## config.mk

```make
export PLATFORM = sky130hd
export DESIGN_NAME = snn_image_loader
export DESIGN_NICKNAME = d
export VERILOG_FILES = /design/src/rtl/snn_pkg.sv /design/src/rtl/snn_byte_serializer.sv /design/src/rtl/snn_image_loader.sv
export SDC_FILE = /design/constraint.sdc
export NUM_CORES = 1
export LEC_CHECK = 0
export CAP_MARGIN = 10
export CORE_ASPECT_RATIO = 0.7
export CORE_MARGIN = 2
export CORE_UTILIZATION = 51
export CTS_CLUSTER_SIZE = 28
export DETAILED_ROUTE_END_ITERATION = 16
export MAX_ROUTING_LAYER = met4
export PLACE_DENSITY = 0.78
export SLEW_MARGIN = 15
export SYNTH_ARGS = -nofsm -noshare
export SYNTH_HDL_FRONTEND = slang
export SYNTH_SLANG_ARGS = --single-unit
```

## constraint.sdc

```tcl
create_clock -name clk -period 1.5 [get_ports clk]
set_clock_uncertainty 0.05 [all_clocks]
set_input_delay 0.3 -clock clk [delete_from_list [all_inputs] [get_ports clk]]
set_output_delay 0.3 -clock clk [all_outputs]
set_load 0.05 [all_outputs]
```

## src/rtl/snn_pkg.sv

```systemverilog
// Shared constants and state encoding for the SNN image path.
// Holds image geometry and the loader FSM state type.
package snn_pkg;

    localparam int IMG_PIXELS = 784;
    localparam int IMG_BYTES  = 98;
    localparam int PIX_ADDR_W = 10;

    typedef enum logic [1:0] {
        IDLE,
        SHIFT,
        DONE
    } loader_state_t;

endpackage

```

## src/rtl/snn_byte_serializer.sv

```systemverilog
// 8-bit load/shift register emitting one bit per shift, LSB first.
// Ports: clk, rst_n, load+data (capture byte), shift_en (advance),
//        pixel (current LSB), bit_cnt (bits already shifted), last (bit 7).
module snn_byte_serializer (
    input  logic       clk,
    input  logic       rst_n,
    input  logic       load,
    input  logic [7:0] data,
    input  logic       shift_en,
    output logic       pixel,
    output logic [2:0] bit_cnt,
    output logic       last
);

    logic [7:0] shreg;

    always_ff @(posedge clk or negedge rst_n) begin
        if (!rst_n) begin
            shreg   <= '0;
            bit_cnt <= '0;
        end else if (load) begin
            shreg   <= data;
            bit_cnt <= '0;
        end else if (shift_en) begin
            shreg   <= {1'b0, shreg[7:1]};
            bit_cnt <= bit_cnt + 3'd1;
        end
    end

    assign pixel = shreg[0];
    assign last  = (bit_cnt == 3'd7);

endmodule

```

## src/rtl/snn_image_loader.sv

```systemverilog
// Unpacks a UART byte stream into the bit-wide input RAM, one pixel
// per cycle, and signals the classifier when a full image is stored.
// Ports: clk, rst_n, rx_rdy/rx_data (UART byte), ram_we/ram_addr/
//        ram_wdata (RAM write), img_ready (pulse), img_release (re-arm),
//        overrun (sticky drop flag), busy (not IDLE).
// Optional: define LOADER_TIMEOUT_EN to discard a partial image after
//           TIMEOUT_CYC idle cycles between bytes.
module snn_image_loader
    import snn_pkg::*;
#(
    parameter int NUM_BYTES   = IMG_BYTES,
    parameter int ADDR_W      = PIX_ADDR_W,
    parameter int TIMEOUT_CYC = 2_000_000
) (
    input  logic              clk,
    input  logic              rst_n,
    input  logic              rx_rdy,
    input  logic [7:0]        rx_data,
    output logic              ram_we,
    output logic [ADDR_W-1:0] ram_addr,
    output logic              ram_wdata,
    output logic              img_ready,
    input  logic              img_release,
    output logic              overrun,
    output logic              busy
);

    localparam int BC_W = ADDR_W - 3;

    if (((1 << ADDR_W) < NUM_BYTES * 8) || (TIMEOUT_CYC < 1)) begin : g_bad_cfg
        $error("snn_image_loader: invalid ADDR_W/NUM_BYTES/TIMEOUT_CYC");
    end

    loader_state_t state, state_nx;

    logic [BC_W-1:0]   byte_cnt;
    logic              last_byte;
    logic              ser_load;
    logic              ser_shift;
    logic              ser_pixel;
    logic [2:0]        ser_bit;
    logic              ser_last;
    logic [ADDR_W-1:0] addr_q;
    logic              wdata_q;
    logic              tmo;

    snn_byte_serializer u_ser (
        .clk      (clk),
        .rst_n    (rst_n),
        .load     (ser_load),
        .data     (rx_data),
        .shift_en (ser_shift),
        .pixel    (ser_pixel),
        .bit_cnt  (ser_bit),
        .last     (ser_last)
    );

    assign last_byte = (byte_cnt == BC_W'(NUM_BYTES - 1));

    always_comb begin
        state_nx  = state;
        ser_load  = 1'b0;
        ser_shift = 1'b0;
        unique case (state)
            IDLE: begin
                if (rx_rdy) begin
                    ser_load = 1'b1;
                    state_nx = SHIFT;
                end
            end
            SHIFT: begin
                ser_shift = 1'b1;
                if (ser_last) begin
                    state_nx = last_byte ? DONE : IDLE;
                end
            end
            DONE: begin
                if (img_release) begin
                    state_nx = IDLE;
                end
            end
            default: state_nx = IDLE;
        endcase
    end

    // Address and data are live only while writing; otherwise the last
    // written values are held so the RAM port stays quiet.
    assign ram_we    = (state == SHIFT);
    assign ram_addr  = ram_we ? {byte_cnt, ser_bit} : addr_q;
    assign ram_wdata = ram_we ? ser_pixel : wdata_q;
    assign busy      = (state != IDLE);

    always_ff @(posedge clk or negedge rst_n) begin
        if (!rst_n) begin
            state     <= IDLE;
            byte_cnt  <= '0;
            addr_q    <= '0;
            wdata_q   <= 1'b0;
            img_ready <= 1'b0;
            overrun   <= 1'b0;
        end else begin
            state     <= state_nx;
            img_ready <= (state == SHIFT) && ser_last && last_byte;
            if (rx_rdy && (state != IDLE)) begin
                overrun <= 1'b1;
            end
            if (ram_we) begin
                addr_q  <= ram_addr;
                wdata_q <= ram_wdata;
            end
            if ((state == SHIFT) && ser_last) begin
                byte_cnt <= last_byte ? '0 : byte_cnt + 1'b1;
            end else if (tmo) begin
                byte_cnt <= '0;
            end
        end
    end

`ifdef LOADER_TIMEOUT_EN
    localparam int TC_W = $clog2(TIMEOUT_CYC + 1);

    logic [TC_W-1:0] idle_cnt;
    logic            idle_run;

    // Counts only while a partial image sits waiting for its next byte.
    assign idle_run = (state == IDLE) && (byte_cnt != '0) && !rx_rdy;
    assign tmo      = idle_run && (idle_cnt == TC_W'(TIMEOUT_CYC - 1));

    always_ff @(posedge clk or negedge rst_n) begin
        if (!rst_n) begin
            idle_cnt <= '0;
        end else if (idle_run && !tmo) begin
            idle_cnt <= idle_cnt + 1'b1;
        end else begin
            idle_cnt <= '0;
        end
    end
`else
    assign tmo = 1'b0;
`endif

endmodule

```

==> results.json <==
{
  "drtIter0Drc": 99,
  "maxCapViolCount": 0,
  "critPathMaxFanout": 12,
  "antenna_found_initial": 0,
  "net-switching-power_uw": 1765,
  "vias": 1289,
  "p_per_area_nw_per_um2": 1939,
  "total_power_uw": 4444,
  "min_path_type": "in2async",
  "tightest_slew_ns": 0.3527,
  "comb_power_share": 0.485,
  "syn_nets": 168,
  "p_leak_uw": 0.001047,
  "ys_ff_latch": 33,
  "rows": 16,
  "critPathArrivalTime_ns": 1.42,
  "io_pins": 27,
  "cp-start-kind": "register",
  "synthCells": 152,
  "min_period_ns": 1.767,
  "crit_required_ns": 1.15,
  "worstSetupPathType": "reg2out",
  "cp_slowest_cell": "dfrtp_1",
  "p_sw_frac": 0.3971,
  "wirelength_um": 3814,
  "finalSetupViolations": 13,
  "dpl_cell_area_sq_um": 2054,
  "rsz0062_at_grt": "true",
  "drive_above_1_share": 0.3651,
  "end_kind": "output pin",
  "htree_num_levels": 2,
  "intPower_uw": 2679,
  "clkPwrFrac": 0.198,
  "max-slew-margin-rel": 0.7638,
  "cts_buffers": 5,
  "ys_seq_area_frac": 0.5636,
  "die_h_um": 48.85,
  "viasPerCell": 5.729,
  "fmax_mhz": 565.8,
  "grt_max_degree": 34,
  "hold_viol": 0,
  "cp_cell_sequence": "nand2b_4, buf_12, nand2_2, nand2_4, buf_12",
  "nets": 204,
  "clk_latency_ns": 0.29,
  "status": "finished with violations",
  "ctsHoldBuffers": 0,
  "cts_buffer_depth": 2,
  "die_area_sq_um": 3325,
  "root_buffer": "clkbuf_8",
  "cts_tree": "done",
  "finalMaxSlewViolations": 0,
  "synth_edf_count": 0,
  "fin_crit_sh": 1.178,
  "finish.instance_area_sq_um": 2292,
  "violations": "setup timing",
  "antenna_cells": 0,
  "grt.total_usage": 0.2645,
  "drc": 0,
  "clk_pin_slew_ns": 0.07,
  "setup_ws_ns": -0.2674,
  "avgSynthCellArea_sq_um": 9.639,
  "ys_types": 28,
  "grt-ovfl-total": 0,
  "hpwlAfterDp_um": 2379,
  "drtPass1Iterations": 4,
  "wl_per_cell_um": 16.95,
  "place.gp.congestion": 0.8895,
  "synth_area_sq_um": 1465,
  "ir_drop_mv": 2.009,
  "dominantRegCellSynth": "dfrtp_1",
  "cts.sinks": 33,
  "portBuffers": 26,
  "grt_pass1_wl_um": 6147,
  "ant_nets": 0,
  "grt_pass1_vias": 1264,
  "cpMostUsedCell": "buf_12",
  "synthArstFlopShare": 1.000,
  "yosys_warnings": 0,
  "die_w_um": 68.07,
  "initial_core_util": 0.5303,
  "core_sq_um": 2763,
  "syn_to_final_growth_pct": 56.45,
  "crit_path_max_incr_delay_ns": 0.39,
  "p_seq_frac": 0.317
}
-- registers in the layout (all words and copies together), names as in the netlist --
signal         count
wdata_q            1
img_ready          1
byte_cnt           7
u_ser.shreg        8
addr_q            10
state              2
overrun            1
u_ser.bit_cnt      3
-- per-layer routing --
layer  part of all wire  up-vias  global-route usage
met5                  0        -                   -
met1               0.44      652              0.3519
met4              0.017        0              0.1000
li1                   -      592                   -
met2               0.51       36              0.3932
met3              0.040        9             0.06467
-- final timing paths --
| check | start | endpoint | slack, ns | cells after the start |
|---|---|---|---|---|
| max | state[1] | ram_addr[3] | -0.27 | 5 |
| min | rst_n | addr_q[0] | 0.32 | 2 |
| max reg2reg | state[0] | u_ser.shreg[6] | 0.07 | 6 |
| min reg2reg | u_ser.shreg[5] | u_ser.shreg[5] | 0.46 | 2 |
| max in group asynchronous | rst_n | byte_cnt[0] | 0.90 | 2 |
| min in group clk | u_ser.shreg[5] | u_ser.shreg[5] | 0.46 | 2 |
-- kinds of logic (layout without fill, tap and decap cells) --
kind of cell	count (synthesis)	after routing	synth area share
compound gates	35	35	0.1469
xor+xnor	2	2	0.01196
simple gates	66	66	0.1990
buf+inv	11	48	0.03757
fa+ha+maj	4	4	0.03416
flops	33	33	0.5636
mux	1	1	0.006832
-- per-stage QoR --
stage,worst slack (ns),std cells,TNS (ns),utilization,hold WS (ns)
after floorplan,-0.09660,152,-0.09660,-,-0.04559
after global placement,-0.06712,213,-0.4463,0.7437,0.4141
after detailed placement,-0.2094,213,-1.221,0.7437,0.4320
after CTS,-0.2409,224,-2.633,0.8084,0.3257
after global routing,-0.3054,225,-3.245,0.8297,0.3338
final,-0.2674,225,-2.697,0.8297,0.3161
-- final cells by class --
type | instances | area, sq um
sequential | 33 | 827.0
multi-input combinational | 108 | 754.5
timing repair buffer | 36 | 526.8
fill | 143 | 470.5
clock buffer | 7 | 86.33
tap | 36 | 45.04
clock inverter | 1 | 30.03
inverter | 4 | 22.52
-- cell usage in the layout, fill, tap and decap left out, types with 2 or more instances in the layout --
master and count:
o21ai_0 15, inv_1 3, or3_1 2, nand2_4 10, nand4_1 2, xnor2_1 2, o21ai_4 2, nand2_2 15
a22o_1 3, clkbuf_8 6, clkdlybuf4s50_1 11, buf_4 6, a22oi_1 7, a21o_1 2, ha_1 3, a21oi_1 3
nand3_1 2, nand2_1 23, nor2_1 3, dfrtp_1 32, buf_12 18
-- critical path: cells and delay by family (launching register included) --
family | cells | cell delay (ns)
buffers and inverters | 2 | 0.33
flip-flops | 1 | 0.39
AND/OR/NAND/NOR | 3 | 0.41
-- power by group through the flow --
stage	Sequential (uW)	Combinational [uW]	Clock, uW
floorplan	1300	1170	0
global placement	1340	1900	0
detailed placement	1360	1970	0
CTS	1370	2080	876
global route	1430	2270	907
finish	1410	2160	881
-- timing repair --
action                                  4_1_cts  5_1_grt
setup buffers                                 3        1
pin swaps                                     0        2
gates resized for setup                      13       15
endpoints found under the setup margin       15       22
cloned                                        0        0
-- synth_stat cells, drive strengths merged, types with 3 or more instances --
cell type,count,share of area
dfrtp,33,0.56
o21ai,18,0.061
a22o,3,0.018
a21oi,3,0.010
nor2,3,0.0077
nand2,48,0.13
clkbuf,5,0.013
ha,4,0.034
nand3,3,0.010
inv,3,0.0077
a22oi,7,0.036
No activity file was read; power rests on OpenSTA's default activity.
